[config.mk]
export PLATFORM = sky130hd
export DESIGN_NAME = bp_lce_req_arb
export DESIGN_NICKNAME = d
export VERILOG_FILES = /design/src/rtl/bp_lce_req_arb_pkg.sv /design/src/rtl/bp_lce_req_arb_chk.sv /design/src/rtl/bp_lce_req_arb_credit.sv /design/src/rtl/bp_lce_req_arb.sv
export SDC_FILE = /design/constraint.sdc
export NUM_CORES = 1
export LEC_CHECK = 0
export CAP_MARGIN = 20
export CORE_ASPECT_RATIO = 0.9
export CORE_MARGIN = 3
export CORE_UTILIZATION = 40
export CTS_CLUSTER_DIAMETER = 60
export CTS_CLUSTER_SIZE = 14
export DETAILED_ROUTE_END_ITERATION = 16
export PLACE_DENSITY = 0.86
export SYNTH_ARGS = -nofsm -noshare
export SYNTH_HDL_FRONTEND = slang
export SYNTH_SLANG_ARGS = --single-unit
[constraint.sdc]
create_clock -name clk_i -period 7 [get_ports clk_i]
set_input_delay 0.7 -clock clk_i [delete_from_list [all_inputs] [get_ports clk_i]]
set_output_delay 0.7 -clock clk_i [all_outputs]
set_load 0.1 [all_outputs]
[src/rtl/bp_lce_req_arb_pkg.sv]
// Shared defaults and width helpers for the LCE request arbiter.
package bp_lce_req_arb_pkg;

  localparam int unsigned lce_req_arb_num_req_dflt = 2;
  localparam int unsigned lce_req_arb_credits_dflt = 4;
  localparam int unsigned lce_req_arb_width_dflt   = 64;
  localparam int unsigned grant_cnt_width_lp       = 32;

  function automatic int unsigned safe_clog2(input int unsigned n);
    return (n <= 32'd1) ? 32'd1 : $clog2(n);
  endfunction

  // Bits needed to hold the values 0..max_val inclusive.
  function automatic int unsigned count_width(input int unsigned max_val);
    return safe_clog2(max_val + 32'd1);
  endfunction

endpackage

[src/rtl/bp_lce_req_arb_chk.sv]
// Protocol checks for the LCE request arbiter (credit underflow, grant legality).
module bp_lce_req_arb_chk #(
  parameter int unsigned num_req_p = 2
)(
  input logic                 clk_i,
  input logic                 reset_i,
  input logic [num_req_p-1:0] req_ready_i,
  input logic [num_req_p-1:0] credit_return_i,
  input logic [num_req_p-1:0] credits_empty_i,
  input logic [num_req_p-1:0] credits_full_i
);

  a_no_credit_underflow: assert property (@(posedge clk_i) disable iff (reset_i)
    (credit_return_i & credits_empty_i) == '0);

  a_ready_onehot0: assert property (@(posedge clk_i) disable iff (reset_i)
    $onehot0(req_ready_i));

  a_no_grant_when_full: assert property (@(posedge clk_i) disable iff (reset_i)
    (req_ready_i & credits_full_i) == '0);

endmodule

[src/rtl/bp_lce_req_arb_credit.sv]
// Outstanding-request credit counter for one requester; full/empty decode the registered count.
module bp_lce_req_arb_credit
  import bp_lce_req_arb_pkg::*;
#(
  parameter int unsigned credits_p = lce_req_arb_credits_dflt
)(
  input  logic clk_i,
  input  logic reset_i,
  input  logic inc_i,
  input  logic dec_i,
  output logic full_o,
  output logic empty_o
);

  localparam int unsigned cnt_w_lp = count_width(credits_p);

  logic [cnt_w_lp-1:0] cnt_q, cnt_d;

  // Next count: simultaneous inc/dec cancel; a decrement at zero saturates.
  always_comb begin
    cnt_d = cnt_q;
    if (inc_i && !dec_i) begin
      if (cnt_q != cnt_w_lp'(credits_p)) begin
        cnt_d = cnt_q + cnt_w_lp'(1);
      end else begin
        cnt_d = cnt_q;
      end
    end else if (dec_i && !inc_i) begin
      if (cnt_q != '0) begin
        cnt_d = cnt_q - cnt_w_lp'(1);
      end else begin
        cnt_d = cnt_q;
      end
    end else begin
      cnt_d = cnt_q;
    end
  end

  // Count register.
  always_ff @(posedge clk_i) begin
    if (reset_i) begin
      cnt_q <= '0;
    end else begin
      cnt_q <= cnt_d;
    end
  end

  assign full_o  = (cnt_q == cnt_w_lp'(credits_p));
  assign empty_o = (cnt_q == '0);

endmodule

[src/rtl/bp_lce_req_arb.sv]
// Round-robin LCE request arbiter with a single-entry output buffer and per-requester credits.
// Optional per-requester grant counters are built when BP_LCE_REQ_ARB_STATS_EN is defined.
module bp_lce_req_arb
  import bp_lce_req_arb_pkg::*;
#(
  parameter int unsigned num_req_p   = lce_req_arb_num_req_dflt,
  parameter int unsigned credits_p   = lce_req_arb_credits_dflt,
  parameter int unsigned req_width_p = lce_req_arb_width_dflt
)(
  input  logic                                    clk_i,
  input  logic                                    reset_i,
  input  logic [num_req_p*req_width_p-1:0]        req_i,
  input  logic [num_req_p-1:0]                    req_v_i,
  output logic [num_req_p-1:0]                    req_ready_o,
  input  logic [num_req_p-1:0]                    credit_return_i,
  output logic [num_req_p-1:0]                    credits_full_o,
  output logic [num_req_p-1:0]                    credits_empty_o,
  output logic [req_width_p-1:0]                  lce_req_o,
  output logic                                    lce_req_v_o,
  input  logic                                    lce_req_ready_i,
  output logic [num_req_p*grant_cnt_width_lp-1:0] grant_count_o
);

  localparam int unsigned ptr_w_lp = safe_clog2(num_req_p);
  localparam logic [ptr_w_lp:0] num_req_lp = (ptr_w_lp+1)'(num_req_p);

  logic [ptr_w_lp-1:0]    ptr_q, ptr_d;
  logic                   full_q;
  logic [req_width_p-1:0] data_q;
  logic                   can_load_s;
  logic [num_req_p-1:0]   elig_s, grant_s;
  logic                   grant_v_s;
  logic [ptr_w_lp-1:0]    grant_idx_s;
  logic [ptr_w_lp:0]      rr_idx_s;
  logic [req_width_p-1:0] grant_data_s;

  // A draining network frees the buffer in the same cycle, so full throughput is kept.
  assign can_load_s = ~full_q | lce_req_ready_i;
  assign elig_s     = req_v_i & ~credits_full_o & {num_req_p{can_load_s & ~reset_i}};

  // Round-robin search upward from the priority pointer, wrapping at num_req_p.
  always_comb begin
    grant_v_s   = 1'b0;
    grant_idx_s = '0;
    rr_idx_s    = '0;
    for (int k = 0; k < int'(num_req_p); k++) begin
      rr_idx_s = {1'b0, ptr_q} + (ptr_w_lp+1)'(k);
      if (rr_idx_s >= num_req_lp) begin
        rr_idx_s = rr_idx_s - num_req_lp;
      end else begin
        rr_idx_s = rr_idx_s;
      end
      if (!grant_v_s && elig_s[rr_idx_s[ptr_w_lp-1:0]]) begin
        grant_v_s   = 1'b1;
        grant_idx_s = rr_idx_s[ptr_w_lp-1:0];
      end else begin
        grant_idx_s = grant_idx_s;
      end
    end
  end

  // One-hot grant decode and payload select.
  always_comb begin
    grant_s      = '0;
    grant_data_s = '0;
    for (int i = 0; i < int'(num_req_p); i++) begin
      if (grant_v_s && (grant_idx_s == ptr_w_lp'(i))) begin
        grant_s[i]   = 1'b1;
        grant_data_s = req_i[i*req_width_p +: req_width_p];
      end else begin
        grant_s[i] = 1'b0;
      end
    end
  end

  // Pointer advances past the winner only when a transfer happens.
  always_comb begin
    if (grant_v_s) begin
      if (grant_idx_s == ptr_w_lp'(num_req_p - 1)) begin
        ptr_d = '0;
      end else begin
        ptr_d = grant_idx_s + ptr_w_lp'(1);
      end
    end else begin
      ptr_d = ptr_q;
    end
  end

  // Output buffer and priority pointer state.
  always_ff @(posedge clk_i) begin
    if (reset_i) begin
      full_q <= 1'b0;
      data_q <= '0;
      ptr_q  <= '0;
    end else begin
      ptr_q <= ptr_d;
      if (grant_v_s) begin
        full_q <= 1'b1;
        data_q <= grant_data_s;
      end else if (lce_req_ready_i) begin
        full_q <= 1'b0;
        data_q <= data_q;
      end else begin
        full_q <= full_q;
        data_q <= data_q;
      end
    end
  end

  assign req_ready_o = grant_s;
  assign lce_req_v_o = full_q;
  assign lce_req_o   = data_q;

  for (genvar i = 0; i < int'(num_req_p); i++) begin : g_credit
    bp_lce_req_arb_credit #(
      .credits_p (credits_p)
    ) u_credit (
      .clk_i   (clk_i),
      .reset_i (reset_i),
      .inc_i   (grant_s[i]),
      .dec_i   (credit_return_i[i]),
      .full_o  (credits_full_o[i]),
      .empty_o (credits_empty_o[i])
    );
  end

`ifdef BP_LCE_REQ_ARB_STATS_EN
  logic [num_req_p*grant_cnt_width_lp-1:0] grant_cnt_q;

  // Per-requester grant counters; they wrap at 2^32.
  always_ff @(posedge clk_i) begin
    if (reset_i) begin
      grant_cnt_q <= '0;
    end else begin
      for (int i = 0; i < int'(num_req_p); i++) begin
        if (grant_s[i]) begin
          grant_cnt_q[i*grant_cnt_width_lp +: grant_cnt_width_lp] <=
            grant_cnt_q[i*grant_cnt_width_lp +: grant_cnt_width_lp] + 32'd1;
        end else begin
          grant_cnt_q[i*grant_cnt_width_lp +: grant_cnt_width_lp] <=
            grant_cnt_q[i*grant_cnt_width_lp +: grant_cnt_width_lp];
        end
      end
    end
  end

  assign grant_count_o = grant_cnt_q;
`else
  assign grant_count_o = '0;
`endif

  bp_lce_req_arb_chk #(
    .num_req_p (num_req_p)
  ) u_chk (
    .clk_i           (clk_i),
    .reset_i         (reset_i),
    .req_ready_i     (grant_s),
    .credit_return_i (credit_return_i),
    .credits_empty_i (credits_empty_o),
    .credits_full_i  (credits_full_o)
  );

endmodule

**Word level (Yosys, flattened, before mapping)**

Index checks and enable logic that the tools add are counted.

- Register bits after elaboration: 72
- Input bits: 135
- Output and inout bits: 135
- Logic and storage cells: 79

- $add $sub $neg: 8
- Magnitude comparators: 4
- Eq/ne operators: 6
- Muxes and demuxes: 25
- Bitwise gates (word level): 8
- Reductions and logical operators: 23

Operators with widths:

| kind | number |
|---|---|
| 64-bit 2-to-1 mux | 2 |
| 3-bit 2-to-1 mux | 8 |
| 1-bit 2-to-1 mux | 15 |
| 2-bit nonzero test | 5 |
| 1-bit logical AND | 7 |
| 3-bit by 1-bit adder with 3-bit output (second input constant) | 2 |
| 3-bit equality test (second input constant) | 2 |
| 3-bit zero test | 2 |
| 3-bit != test (second input constant) | 2 |
| 3-bit AND reduction | 2 |
| 3-bit nonzero test | 2 |
| 3-bit by 1-bit subtractor with 3-bit output (second input constant) | 2 |
| 1-bit zero test | 5 |
| 2-bit bitwise AND | 2 |
| 1-bit by 2-bit < comparator with 1-bit output (second input constant) | 2 |
| 2-bit != test (second input constant) | 2 |
| 1-bit NOT | 3 |
| 1-bit by 1-bit adder with 2-bit output (second input constant) | 1 |
| 1-bit by 2-bit greater-or-equal comparator with 1-bit output (second input constant) | 1 |
| 2-bit greater-or-equal comparator (second input constant) | 1 |
| 2-bit NOT | 1 |
| 1-bit subtractor (second input constant) | 2 |
| 1-bit adder (second input constant) | 1 |
| 1-bit bitwise AND | 1 |
| 1-bit OR | 1 |

**Longest topological paths before layout**

- Depth after elaboration: 17
- Mapped depth: 12
- Mapped depth without buffers: 11

**Hierarchy**

A second synthesis with hierarchy kept.

- Cell total of the unflattened synthesis: 483
- Area total of the unflattened synthesis: 3717.3 µm²

By module, submodules not included:

| module | instances | cells each | area an instance (µm²) | seq. area each (µm²) |
|---|---|---|---|---|
| bp_lce_req_arb | 1 | 437 | 3314.4 | 1321.3 |
| bp_lce_req_arb_credit | 2 | 23 | 201.4 | 60.1 |

**Worst setup path before layout**

No wires, ideal clock.

- Path kind: flip-flop to flip-flop
- Start: register full_q, in the netlist lce_req_v_o
- End: register g_credit[1].u_credit.cnt_q[1]
- Setup time: 123 ps
- Arrival: 2551 ps
- Required time: 6877 ps
- Setup slack: 4326 ps
- Cell stages (with the launch flop): 12
- Buffers on the path: 1
- Clock period less this slack: 2674 ps
- Cells stage by stage: dfxtp_1 -> nand2b_1 -> and2_1 -> nand3_4 -> inv_8 -> buf_8 -> nand2b_1 -> fa_1 -> nand2b_1 -> nor3b_1 -> nor3_1 -> nor3_1

- Elaborated cells on any way between the ends: 24
- Those cells by class: eq/ne: 1; mux: 10; bitwise: 4; reduce/logical: 9

RTL lines:

| item | RTL line | text |
|---|---|---|
| start, declared | bp_lce_req_arb.sv:28 | `logic full_q;` |
| start signal, assigned | bp_lce_req_arb.sv:104 | `full_q <= full_q;` |
| 1-bit NOT * | bp_lce_req_arb.sv:38 | `assign can_load_s = ~full_q \| lce_req_ready_i;` |
| 1-bit OR * | bp_lce_req_arb.sv:38 |  |
| 1-bit bitwise AND * | bp_lce_req_arb.sv:39 | `assign elig_s = req_v_i & ~credits_full_o & {num_req_p{can_load_s & ~reset_i}};` |
| 2-bit bitwise AND * | bp_lce_req_arb.sv:39 |  |
| 1-bit 2-to-1 mux (implied by the code) (2 in a row) | bp_lce_req_arb.sv:53 | `if (!grant_v_s && elig_s[rr_idx_s[ptr_w_lp-1:0]]) begin` |
| 1-bit 2-to-1 mux | bp_lce_req_arb.sv:53 |  |
| 1-bit zero test | bp_lce_req_arb.sv:53 |  |
| 1-bit logical AND | bp_lce_req_arb.sv:53 |  |
| 1-bit 2-to-1 mux | bp_lce_req_arb.sv:53 |  |
| 1-bit logical AND * | bp_lce_req_arb.sv:67 | `if (grant_v_s && (grant_idx_s == ptr_w_lp'(i))) begin` |
| 1-bit 2-to-1 mux * | bp_lce_req_arb.sv:67 |  |
| via g_credit[1].u_credit.inc_i | bp_lce_req_arb_credit.sv:9 | `input logic inc_i,` |
| 1-bit logical AND * | bp_lce_req_arb_credit.sv:22 | `if (inc_i && !dec_i) begin` |
| 3-bit 2-to-1 mux * | bp_lce_req_arb_credit.sv:22 |  |
| via g_credit[1].u_credit.cnt_d[1] | bp_lce_req_arb_credit.sv:17 | `logic [cnt_w_lp-1:0] cnt_q, cnt_d;` |
| end signal, assigned | bp_lce_req_arb_credit.sv:44 | `cnt_q <= cnt_d;` |
| end, declared | bp_lce_req_arb_credit.sv:17 |  |

The timed path passes the listed nets; every way through them passes the cells marked *. The select of a mux whose other input is x is not followed.
A chain may end at the register's enable or synchronous reset.

**Worst setup path in the final report**

- Start: input port lce_req_ready_i
- End: output port req_ready_o[1]

- Longest elaborated chain between the ends: 11
- Elaborated cells on any way between the ends: 15
- Those cells by class: mux: 9; bitwise: 3; reduce/logical: 3

RTL lines:

| item | RTL line | text |
|---|---|---|
| start, declared | bp_lce_req_arb.sv:20 | `input logic lce_req_ready_i,` |
| 1-bit OR * | bp_lce_req_arb.sv:38 |  |
| 1-bit bitwise AND * | bp_lce_req_arb.sv:39 |  |
| 2-bit bitwise AND * | bp_lce_req_arb.sv:39 |  |
| 1-bit 2-to-1 mux (implied by the code) (2 in a row) | bp_lce_req_arb.sv:53 |  |
| 1-bit 2-to-1 mux | bp_lce_req_arb.sv:53 |  |
| 1-bit zero test | bp_lce_req_arb.sv:53 |  |
| 1-bit logical AND | bp_lce_req_arb.sv:53 |  |
| 1-bit 2-to-1 mux | bp_lce_req_arb.sv:53 |  |
| 1-bit logical AND * | bp_lce_req_arb.sv:67 |  |
| 1-bit 2-to-1 mux * | bp_lce_req_arb.sv:67 |  |
| end, declared | bp_lce_req_arb.sv:14 | `output logic [num_req_p-1:0] req_ready_o,` |

Every way passes the cells marked *; elsewhere a longest branch is shown, timed or not. The select of a mux whose other input is x is not followed.

==> results.ini <==
[status]
status = complete, no violations

[clock_network]
clk_pin_slew_ps = 60
clockBufferDepth = 2
clk_latency_ps = 330
post_cts_buffers = 0
clkSinkCount = 72
cts_resized = 0
cts_tree = built
htreeDepth = 3
clockRootBuffer = clkbuf_16
hold_buffers = 0
cts_made_buffers = 9

[sta]
setup_viol = 0
finalMaxSlewViolations = 0
fin_skew_ps = 6.26
maxSlewHeadroom = 0.325
rsz0062_at_grt = false
post-route-period-util = 0.591
max_freq_mhz = 242
hold_viol_final = 0
final.setup.tns_ps = 0
finalCriticalPeriod_ps = 4140
worst_slew_pin_slew_ps = 1010

[cells_and_area]
fin_util = 0.619
layout.nets = 744
drive_above_1_share = 0.154
diodes = 0
finalNonFillerCells = 741
area_delta_synth_final_pct = 47.7

[worst_setup_path]
cp_slowest_stage_delay_ps = 1250
path_cells = clkdlybuf4s50_1 -> nand2b_1 -> and2_1 -> nand3_4 -> inv_8 -> clkdlybuf4s50_1
cp-start-kind = primary input
crit_path_top_delay_cell = clkdlybuf4s50_1
critPathBufInv = 3
crit_family = buffers and inverters
criticalPathCategory = primary input to output port
critical_path.max_fanout = 70
end_kind = output port
cp_data_arrival_time_ps = 3440
required_ps = 6300
cp_common_cell = clkdlybuf4s50_1

[logic_synthesis]
ys_seq_area_frac = 0.330
async_flop_share = 0
yosys_register_bits = 72
yosysTopAreaCell = dfxtp_1
synth_commonest_cells = dfxtp_1, buf_4, mux2i_1, nor2_1, a211oi_2
syn_avg_cell_area_um2 = 10.3
yosysMostFrequentCell = dfxtp_1
yosysTopAreaCellShare = 0.330
synthTopCellsByArea = dfxtp_1, a211oi_2, mux2i_1
syn_inst = 424
ys.warnings.count = 0
syn_area_mm2 = 0.00437
synthFlopType = dfxtp_1
synth_enable_flop_cells = 0
synth_cell_types = 38

[placed_design]
dp.cells = 725
dpl.hpwl_um = 8550
io_buffers = 205
place_congestion = 0.778

[global_route]
grt_pass1_wl_um = 16800
antenna_found_initial = 0
grt_max_degree = 71
track_usage = 0.171
grt_overflow = 0
grt_pass1_vias = 3366

[hold_path]
hold_path.class = flip-flop to flip-flop

[route]
vias = 3508
ant_nets = 0
drtIter0Drc = 156
viasPerCell = 4.73
drtPass1Iterations = 4
wl_per_cell_um = 14.8
drc_errors = 0
wirelength_um = 11000

[die]
fp.dieW_um = 116
die-height_um = 105
die_area_mm2 = 0.0122
io_pins = 270
core_mm2 = 0.0104
initial_core_util = 0.419
num_rows = 35

[job]
cap_violations = 0

[power]
power_density_mw_per_mm2 = 349
ir_drop_v = 0.000408
leakagePower_uw = 0.00234

-- path summary, 6_finish.rpt --
path / endpoint / slack, ps / cells after the start / start
min reg2reg: g_credit[1].u_credit.cnt_q[2] / 520 / 1 / g_credit[1].u_credit.cnt_q[2]
min: g_credit[1].u_credit.cnt_q[2] / 520 / 1 / g_credit[1].u_credit.cnt_q[2]
max: req_ready_o[1] / 2860 / 6 / lce_req_ready_i
max reg2reg: g_credit[1].u_credit.cnt_q[2] / 4110 / 11 / g_credit[0].u_credit.cnt_q[0]
-- worst reg2reg max path, stage by stage (launching register included) --
cell and delay [ps]:
dfxtp_1 360, or3b_4 450, nand3b_4 120, nand3_4 120, inv_8 450, nand2b_1 150
fa_1 400, nor2b_1 150, o21ai_0 120, a31oi_1 190, a21oi_1 60, o31ai_1 220
-- per-stage QoR --
step	hold WS (ps)	instance area, µm²	setup slack, ps	total power, µW
final	524	6450	2860	2250
after global routing	550	6450	2710	2350
after CTS	512	6450	2850	2270
after detailed placement	505	6090	2860	1730
after global placement	487	6090	2930	1710
after floorplan	465	4600	4330	1530
-- layer usage --
layer	wire length [µm]	GRT usage	share of wire	up-vias
li1	-	-	-	1725
met1	4160	0.190	0.38	1641
met2	5920	0.314	0.54	130
met3	774	0.0481	0.071	12
met4	108	0.0447	0.0098	0
met5	0	0	0	-
-- state kept, by name (all words and copies together) (netlist names) --
name,count
g_credit.u_credit.cnt_q,6
lce_req_o,64
lce_req_v_o,1
ptr_q,1
-- cells by family after synthesis --
family,Yosys count,synth area share
other,1,0.000859
AO/OA/AOI/OAI,78,0.211
buffers and inverters,103,0.178
XOR/XNOR,1,0.00201
multiplexers,70,0.161
flip-flops,72,0.330
AND/OR/NAND/NOR,97,0.108
adder cells (fa/ha/maj),2,0.00917
-- cells in the final DEF, fill, tap and decap left out, types with 4 or more instances in the layout --
cell	Yosys	final
clkdlybuf4s50_1	0	204
dfxtp_1	72	72
mux2i_1	67	67
nor2_1	67	67
a211oi_2	64	64
conb_1	1	64
clkbuf_16	0	9
nand2b_1	7	7
nor2b_1	7	7
nor3_1	5	5
buf_4	70	4
-- area by class of cell --
cell class	count	area (µm²)
flip-flops and latches	72	1440
clock inverters	5	103
repair buffers	208	2070
well taps	129	161
clock buffers	11	253
multi-input cells	312	2400
inverters	4	22.5
fillers	888	3970
-- report_power, final --
part	total (µW)	switching, µW	internal (µW)
Clock	532	165	367
Sequential	524	47.5	477
Combinational	1200	877	319
Power figures use the tool's default switching activity.
